$ cat src/rtl/eth_rx_pkg.sv
// eth_rx_pkg: shared sizes, frame-length limits and FSM state type for the RX buffer writer
package eth_rx_pkg;
  localparam int RX_BUF_BYTES  = 2048;
  localparam int MAX_FRAME_LEN = 1522;
  localparam int MIN_FRAME_LEN = 14;
  typedef enum logic [1:0] {IDLE, RECV, DROP, DESC} rx_wr_state_e;
endpackage

$ cat src/rtl/eth_rx_free_calc.sv
// eth_rx_free_calc: free space in the byte ring between the write pointer and the consumer release pointer
module eth_rx_free_calc
  import eth_rx_pkg::*;
(
  input  logic [11:0] wr_ptr_i,
  input  logic [11:0] rd_ptr_i,
  output logic        full_o
);
  logic [11:0] used, free;
  assign used   = wr_ptr_i - rd_ptr_i;
  assign free   = 12'(RX_BUF_BYTES) - used;
  assign full_o = free == 12'd0;
endmodule

$ cat src/rtl/eth_rx_buf_writer.sv
// eth_rx_buf_writer: writes received bytes into a 2048-byte ring and emits one descriptor per good frame.
// Define ETH_RX_STATS_EN to get a saturating dropped-frame counter on drop_cnt_o (tied to 0 otherwise).
module eth_rx_buf_writer
  import eth_rx_pkg::*;
(
  input  logic        clk_i,
  input  logic        rst_ni,
  input  logic [7:0]  rx_data_i,
  input  logic        rx_valid_i,
  input  logic        rx_last_i,
  input  logic        rx_err_i,
  output logic        mem_en_o,
  output logic        mem_we_o,
  output logic [10:0] mem_addr_o,
  output logic [7:0]  mem_data_o,
  input  logic [11:0] rd_ptr_i,
  output logic        desc_valid_o,
  input  logic        desc_ready_i,
  output logic [10:0] desc_start_o,
  output logic [10:0] desc_len_o,
  output logic [15:0] drop_cnt_o
);
  rx_wr_state_e state_q;
  logic [11:0] wr_ptr_q, sof_ptr_q, aligned;
  logic [10:0] len_q, last_len, desc_start_q, desc_len_q, mem_addr_q;
  logic [7:0]  mem_data_q;
  logic mem_en_q, desc_valid_q, resync_q;
  logic full, accept, room, wr_en, bad_end, commit, drop_now, skip, pending;

  eth_rx_free_calc u_free (
    .wr_ptr_i (wr_ptr_q),
    .rd_ptr_i (rd_ptr_i),
    .full_o   (full)
  );

  // a byte belongs to the current frame unless we are resynchronising after reset
  assign accept   = rx_valid_i && ((state_q == IDLE && !resync_q) || state_q == RECV);
  assign room     = !full && (state_q == IDLE || len_q != 11'(MAX_FRAME_LEN));
  assign wr_en    = accept && room;
  assign last_len = (state_q == IDLE) ? 11'd1 : len_q + 11'd1;
  assign bad_end  = rx_err_i || last_len < 11'(MIN_FRAME_LEN);
  assign commit   = wr_en && rx_last_i && !bad_end;
  assign drop_now = (rx_valid_i && state_q == DESC) || (accept && (!room || (rx_last_i && bad_end)));
  assign skip     = rx_valid_i && state_q == IDLE && resync_q;
  assign pending  = desc_valid_q && !desc_ready_i;
  // committed frames end on a word boundary so the next frame start stays aligned
  assign aligned  = (wr_ptr_q + 12'd4) & ~12'd3;

  // FSM with registered write port, descriptor and pointer bookkeeping
  always_ff @(posedge clk_i) begin
    if (!rst_ni) begin
      state_q      <= IDLE;
      wr_ptr_q     <= '0;
      sof_ptr_q    <= '0;
      len_q        <= '0;
      mem_en_q     <= 1'b0;
      mem_addr_q   <= '0;
      mem_data_q   <= '0;
      desc_valid_q <= 1'b0;
      desc_start_q <= '0;
      desc_len_q   <= '0;
      resync_q     <= rx_valid_i ? !rx_last_i : (resync_q || state_q == RECV || state_q == DROP);
    end else begin
      mem_en_q <= wr_en;
      if (wr_en) begin
        mem_addr_q <= wr_ptr_q[10:0];
        mem_data_q <= rx_data_i;
        wr_ptr_q   <= wr_ptr_q + 12'd1;
        len_q      <= last_len;
      end
      if (rx_valid_i) resync_q <= 1'b0;
      if (!pending) desc_valid_q <= 1'b0;
      if (drop_now) wr_ptr_q <= sof_ptr_q;
      if (commit) begin
        wr_ptr_q     <= aligned;
        sof_ptr_q    <= aligned;
        desc_valid_q <= 1'b1;
        desc_start_q <= sof_ptr_q[10:0];
        desc_len_q   <= last_len;
      end
      if (commit) state_q <= DESC;
      else if (drop_now || skip) state_q <= rx_last_i ? (pending ? DESC : IDLE) : DROP;
      else if (wr_en) state_q <= RECV;
      else if (state_q == DROP && rx_valid_i && rx_last_i) state_q <= pending ? DESC : IDLE;
      else if (state_q == DESC && !pending) state_q <= IDLE;
    end
  end

`ifdef ETH_RX_STATS_EN
  logic [15:0] drop_cnt_q;
  // saturating count of dropped frames
  always_ff @(posedge clk_i) begin
    if (!rst_ni) drop_cnt_q <= '0;
    else if (drop_now && drop_cnt_q != 16'hFFFF) drop_cnt_q <= drop_cnt_q + 16'd1;
  end
  assign drop_cnt_o = drop_cnt_q;
`else
  assign drop_cnt_o = '0;
`endif

  assign mem_en_o     = mem_en_q;
  assign mem_we_o     = mem_en_q;
  assign mem_addr_o   = mem_addr_q;
  assign mem_data_o   = mem_data_q;
  assign desc_valid_o = desc_valid_q;
  assign desc_start_o = desc_start_q;
  assign desc_len_o   = desc_len_q;
endmodule

$ cat config.mk
export PLATFORM = sky130hd
export DESIGN_NAME = eth_rx_buf_writer
export DESIGN_NICKNAME = d
export VERILOG_FILES = /design/src/rtl/eth_rx_pkg.sv /design/src/rtl/eth_rx_free_calc.sv /design/src/rtl/eth_rx_buf_writer.sv
export SDC_FILE = /design/constraint.sdc
export NUM_CORES = 1
export LEC_CHECK = 0
export ABC_AREA = 1
export BUFFER_PORTS_ARGS = -buffer_cell sky130_fd_sc_hd__buf_2
export CAP_MARGIN = 10
export CORE_UTILIZATION = 30
export DETAILED_ROUTE_END_ITERATION = 16
export SLEW_MARGIN = 10
export SYNTH_ARGS = -nofsm -noshare
export SYNTH_HDL_FRONTEND = slang
export SYNTH_SLANG_ARGS = --single-unit
$ cat constraint.sdc
create_clock -name clk_i -period 3.55 [get_ports clk_i]
set_clock_uncertainty 0.2 [all_clocks]
set_input_delay 0.71 -clock clk_i [delete_from_list [all_inputs] [get_ports clk_i]]
set_output_delay 0.71 -clock clk_i [all_outputs]
set_load 0.05 [all_outputs]
## After elaboration in Yosys (flattened, before gate mapping)

Index checks and enable logic that the tools add are counted.
W data, S select, Z words.

- Register bits: 77
- Input port bits: 26
- Output and inout port bits: 60
- Word-level logic and storage cells: 77

- Add/sub/neg operators: 5
- $lt $le $gt $ge: 1
- Equality and inequality tests: 6
- Multiplexer cells: 16
- Bitwise operators: 1
- Reduce and logical (&&, ||, !) cells: 36

Operators with widths:

| cell | number |
|---|---|
| $mux W12 | 3 |
| $logic_and A1 B1 Y1 | 15 |
| $mux W2 | 7 |
| $add A12 B1 Y12 const B | 1 |
| $add A12 B3 Y12 const B | 1 |
| $logic_not A12 Y1 | 1 |
| $sub A12 B12 Y12 | 1 |
| $sub A12 B12 Y12 const A | 1 |
| $add A11 B1 Y11 const B | 1 |
| $lt A11 B4 Y1 const B | 1 |
| $mux W11 | 1 |
| $ne A11 B11 Y1 const B | 1 |
| $logic_or A1 B1 Y1 | 8 |
| $logic_not A1 Y1 | 7 |
| $mux W1 | 5 |
| $reduce_bool A5 Y1 | 1 |
| $eq A2 B2 Y1 const B | 2 |
| $reduce_bool A3 Y1 | 1 |
| $eq A2 B1 Y1 const B | 1 |
| $logic_not A2 Y1 | 1 |
| $ne A2 B1 Y1 const B | 1 |
| $ne A2 B2 Y1 const B | 1 |
| $reduce_bool A2 Y1 | 1 |
| $reduce_or A2 Y1 | 1 |
| $not A1 Y1 | 1 |

## Depth between registers and ports, before layout

- Depth in word-level cells: 12
- Mapped depth: 25
- Gate-level depth less buffers: 24

## Cells and area by module

A second synthesis with hierarchy kept.

- Cells, all modules: 684
- Area, all modules: 4,718.3 µm²

Modules (own cells, without submodules):

| module | times used | cells an instance | area each (µm²) | seq. area each (µm²) |
|---|---|---|---|---|
| eth_rx_buf_writer | 1 | 532 | 3,860.0 | 1,551.5 |
| eth_rx_free_calc | 1 | 152 | 858.3 | 0.0 |

## Worst setup path before layout

OpenSTA, ideal clock, no wires.

- Path kind: input port to flip-flop
- Start point: input port rd_ptr_i[1]
- End point: register wr_ptr_q[11]
- Setup time: 0.117 ns
- Arrival: 2.876 ns
- Required time: 3.233 ns
- Slack: 0.357 ns
- Cell stages on the path: 17
- Buffers on the path: 2
- Cells stage by stage: ha_1 > ha_1 > inv_1 > fa_1 > nand3b_1 > nor2_1 > nand2_1 > nor2_1 > nand4_1 > nor2_1 > nand3_1 > nand3_2 > buf_6 > nand3_2 > buf_4 > o21ai_0 > nor2_1

- Cells in the longest elaborated chain, start to end: 11
- Elaborated cells between the ends (all ways): 15
- Classes of those cells: 2 x add/sub; 2 x mux; 11 x reduce/logical

Ends and longest elaborated chain:

| element | RTL line | source |
|---|---|---|
| start, declared | eth_rx_buf_writer.sv:16 | `input logic [11:0] rd_ptr_i,` |
| $sub A12 B12 Y12 (*) | eth_rx_free_calc.sv:10 | `assign used = wr_ptr_i - rd_ptr_i;` |
| $sub A12 B12 Y12 (*) | eth_rx_free_calc.sv:11 | `assign free = 12'(RX_BUF_BYTES) - used;` |
| $logic_not A12 Y1 (*) | eth_rx_free_calc.sv:12 | `assign full_o = free == 12'd0;` |
| $logic_not A1 Y1 (*) | eth_rx_buf_writer.sv:38 | `assign room = !full && (state_q == IDLE \|\| len_q != 11'(MAX_FRAME_LEN));` |
| $logic_and A1 B1 Y1 (*) | eth_rx_buf_writer.sv:38 |  |
| $logic_not A1 Y1 | eth_rx_buf_writer.sv:43 | `assign drop_now = (rx_valid_i && state_q == DESC) \|\| (accept && (!room \|\| (rx_last_i && bad_end)));` |
| $logic_or A1 B1 Y1 | eth_rx_buf_writer.sv:43 |  |
| $logic_and A1 B1 Y1 | eth_rx_buf_writer.sv:43 |  |
| $logic_or A1 B1 Y1 | eth_rx_buf_writer.sv:43 |  |
| $mux W12 | eth_rx_buf_writer.sv:73 | `if (drop_now) wr_ptr_q <= sof_ptr_q;` |
| $mux W12 | eth_rx_buf_writer.sv:74 | `if (commit) begin` |
| end signal, assigned | eth_rx_buf_writer.sv:68 | `wr_ptr_q <= wr_ptr_q + 12'd1;` |
| end signal, assigned | eth_rx_buf_writer.sv:73 |  |
| end signal, assigned | eth_rx_buf_writer.sv:75 | `wr_ptr_q <= aligned;` |
| end, declared | eth_rx_buf_writer.sv:24 | `logic [11:0] wr_ptr_q, sof_ptr_q, aligned;` |

Every way passes the cells marked *; elsewhere a longest branch is shown, timed or not.
A chain may end at the register's enable or synchronous reset.

## Worst setup path in the final report

Ends and elaborated chain as after synthesis.

==> metrics.txt <==
worst r2r path cells=22; most frequent cells in the layout=nand2_1, inv_1, dfxtp_1, buf_2, a21oi_1; Remaining Overflow, GRT=0; Tot Pwr=around 3.3 mW; Starting Density=approximately 31%; Nets=just over 800; number of library cell types mapped by synthesis=36; hold-fix buffers at CTS=0; total routed wirelength=11.8 mm; most frequent cell on the critical path=nor2_1; drt wl/cell=12.1 µm; clock-pin slew on the worst setup and hold paths=roughly 60 ps; Post-Syn Area per Cell=just under 7 µm²; mapped cell area=0.00471 mm²; fmax=just over 300 MHz; Vias/cell=4.48; layout cells sized above 1=roughly 17%; TritonCTS Buffers=9; post-route ant nets=0; CP Class=input pin to flop; largest net degree at the start of global routing=47; gr usage total=about 15%; Syn Inst Count=between 600 and 700; DR iter-0 viols=between 200 and 300; Crit path arrival time=3250 ps; Rows=45; DIE AREA=0.0162 mm²; #FFs+latches synth=77; Relative slew margins=a little over two fifths; CP required=around 3600 ps; # diodes=0; Vias=4366; CP Capture Type=flop; P per Cell Area=594 mW/mm²; TritonRoute pass-1 iters=5; RSZ-0062 raised after global routing=false; Pleak=2.70 nW; total placed instance area=about 0.0053 mm²; maximum vdd drop=0.204 mV; gp weighted congestion=roughly 0.82; Slowest cell on crit path=fa_1; die width=between 100 and 150 µm; max-slew violation count=0; status=complete, no violations; Layout Area Growth over Synthesis=18.8%; clk buf depth=2; CP max stage delay=400 ps; first-pass GRT wire length=roughly 20 mm; Root Driver=clkbuf_16; Clock Sinks=between 70 and 80; final instance area=~0.0056 mm²; Boundary Pins=86; Ys Warns=0; clk_lat worst skew=between 300 and 400 ps; final worst-path cycle share=around nine tenths; Port Buf Inserts=between 60 and 70; Slew @ Worst Pin=roughly 870 ps; Die H=between 100 and 150 µm; sequential area share after synthesis=approximately 33%; initial antenna violation count=0; DRC=0; post-CTS sizing=0; DP HPWL=roughly 8.9 mm; endpoints failing setup=0; placeable core area=~0.015 mm²; CTS tree=yes; commonest non-fill, non-tap cell in the layout=nand2_1; hold path depth=2; H-Tree Depth=3; vias in the first global route=approximately 4100; # fillers=1649; Hold Vio Cnt, Final=0; CP Cell Sequence=buf_2 > ha_1 > ha_1 > inv_1 > fa_1 > inv_1 > nand2_1 > nand2_1 > nand3_1 > nand3_1 > nand2_1 > nor2_1 > nand3_1 > nor2_1 > nor2_1 > nand2_2 > nand2_4 > nand3_2 > buf_12 > nand3_1 > nor2_1 > nor2_1; startpoint types=input pin; min Tclk post-route=between 3000 and 4000 ps; worst-path fanout max=20; Hold Path Class=flop to flop; max-cap viol count=0; Post-CTS Setup Bufs=0
where the power goes:
group          internal (mW)  leakage [nW]  switching [mW]
logic                  0.441          1.92           0.882
registers              0.968         0.632          0.0859
clock network          0.553         0.147           0.395
total                   1.96          2.70            1.36
worst max-delay path: cells and delay by family:
| family | cells | cell delay [ps] |
|---|---|---|
| simple gates | 15 | 1270 |
| buf+inv | 4 | 450 |
| fa+ha+maj | 3 | 840 |
cells by family (layout without fill, tap and decap cells):
logic type / after synthesis / after routing / synth area share, %
other: 1 / 18 / 0.0796
buffers and inverters: 137 / 194 / 13.5
flip-flops: 77 / 77 / 32.9
AO/OA/AOI/OAI: 125 / 125 / 14.0
AND/OR/NAND/NOR: 308 / 308 / 29.4
adder cells (fa/ha/maj): 26 / 26 / 7.07
XOR/XNOR: 16 / 16 / 2.98
sequential cells by signal, summed over array words and instances, names as in the netlist:
register	count
desc_len_o	11
desc_start_o	9
desc_valid_o	1
len_q	11
mem_addr_o	11
mem_data_o	8
mem_en_o	1
resync_q	1
sof_ptr_q	10
state_q	2
wr_ptr_q	12
cell usage after synthesis:
master | number | area, µm²
nand2_1 | 160 | 601
inv_1 | 87 | 327
dfxtp_1 | 76 | 1520
a21oi_1 | 60 | 300
nor2_1 | 57 | 214
nand3_1 | 46 | 230
o21ai_0 | 46 | 230
ha_1 | 25 | 313
buf_4 | 22 | 165
xor2_1 | 14 | 123
nand3_2 | 11 | 110
clkbuf_1 | 10 | 37.5
buf_2 | 9 | 45.0
nor3_1 | 9 | 45.0
a211oi_1 | 8 | 60.1
o22ai_1 | 7 | 43.8
nand4_1 | 6 | 37.5
inv_2 | 5 | 18.8
buf_6 | 4 | 45.0
nand3b_1 | 4 | 30.0
nor2_2 | 4 | 25.0
nand2_2 | 3 | 18.8
nand2_4 | 2 | 22.5
o21bai_1 | 2 | 15.0
xnor2_1 | 2 | 17.5
a31oi_1 | 1 | 6.26
and2_1 | 1 | 6.26
conb_1 | 1 | 3.75
edfxtp_1 | 1 | 30.0
fa_1 | 1 | 20.0
nand4_2 | 1 | 12.5
nor2_4 | 1 | 11.3
nor4_1 | 1 | 6.26
o21ai_1 | 1 | 5.00
or2_1 | 1 | 6.26
or2_2 | 1 | 6.26
area by class of cell:
class	count	area, µm²	area share [%]
multi-input cells	493	2590	46.3
repair buffers	86	541	9.66
inverters	92	345	6.17
clock buffers	9	225	4.03
flip-flops and latches	77	1550	27.8
well taps	211	264	4.72
clock inverters	7	78.8	1.41
metal layers:
| layer | share of wire [%] | global-route usage (%) | vias up | wire length (µm) |
|---|---|---|---|---|
| li1 | - | - | 2326 | - |
| met1 | 49 | 20.0 | 1950 | 5740 |
| met2 | 46 | 25.1 | 82 | 5430 |
| met3 | 4.3 | 3.52 | 8 | 513 |
| met4 | 1.2 | 5.81 | 0 | 142 |
| met5 | 0 | 0 | - | 0 |
final timing paths:
kind                                 endpoint  slack, ps           from
worst max-delay path             wr_ptr_q[11]        330    rd_ptr_i[1]
worst min-delay path            mem_data_o[4]        260  mem_data_o[4]
worst max register to register   wr_ptr_q[11]        370    wr_ptr_q[1]
worst min register to register  mem_data_o[4]        260  mem_data_o[4]
metrics by stage:
stage | util, % | TNS [ps] | hold slack [ps] | cells | setup WS [ps]
6_report | 36.7 | 0 | 260 | 975 | 331
5_1_grt | 36.7 | 0 | 290 | 975 | 20.5
4_1_cts | 36.6 | 0 | 266 | 975 | 281
3_5_place_dp | 34.6 | -7.98 | 255 | 959 | -5.88
3_3_place_gp | 34.6 | 0 | 249 | 959 | 20.4
2_1_floorplan | - | 0 | 240 | 707 | 357
Power figures use the tool's default switching activity.
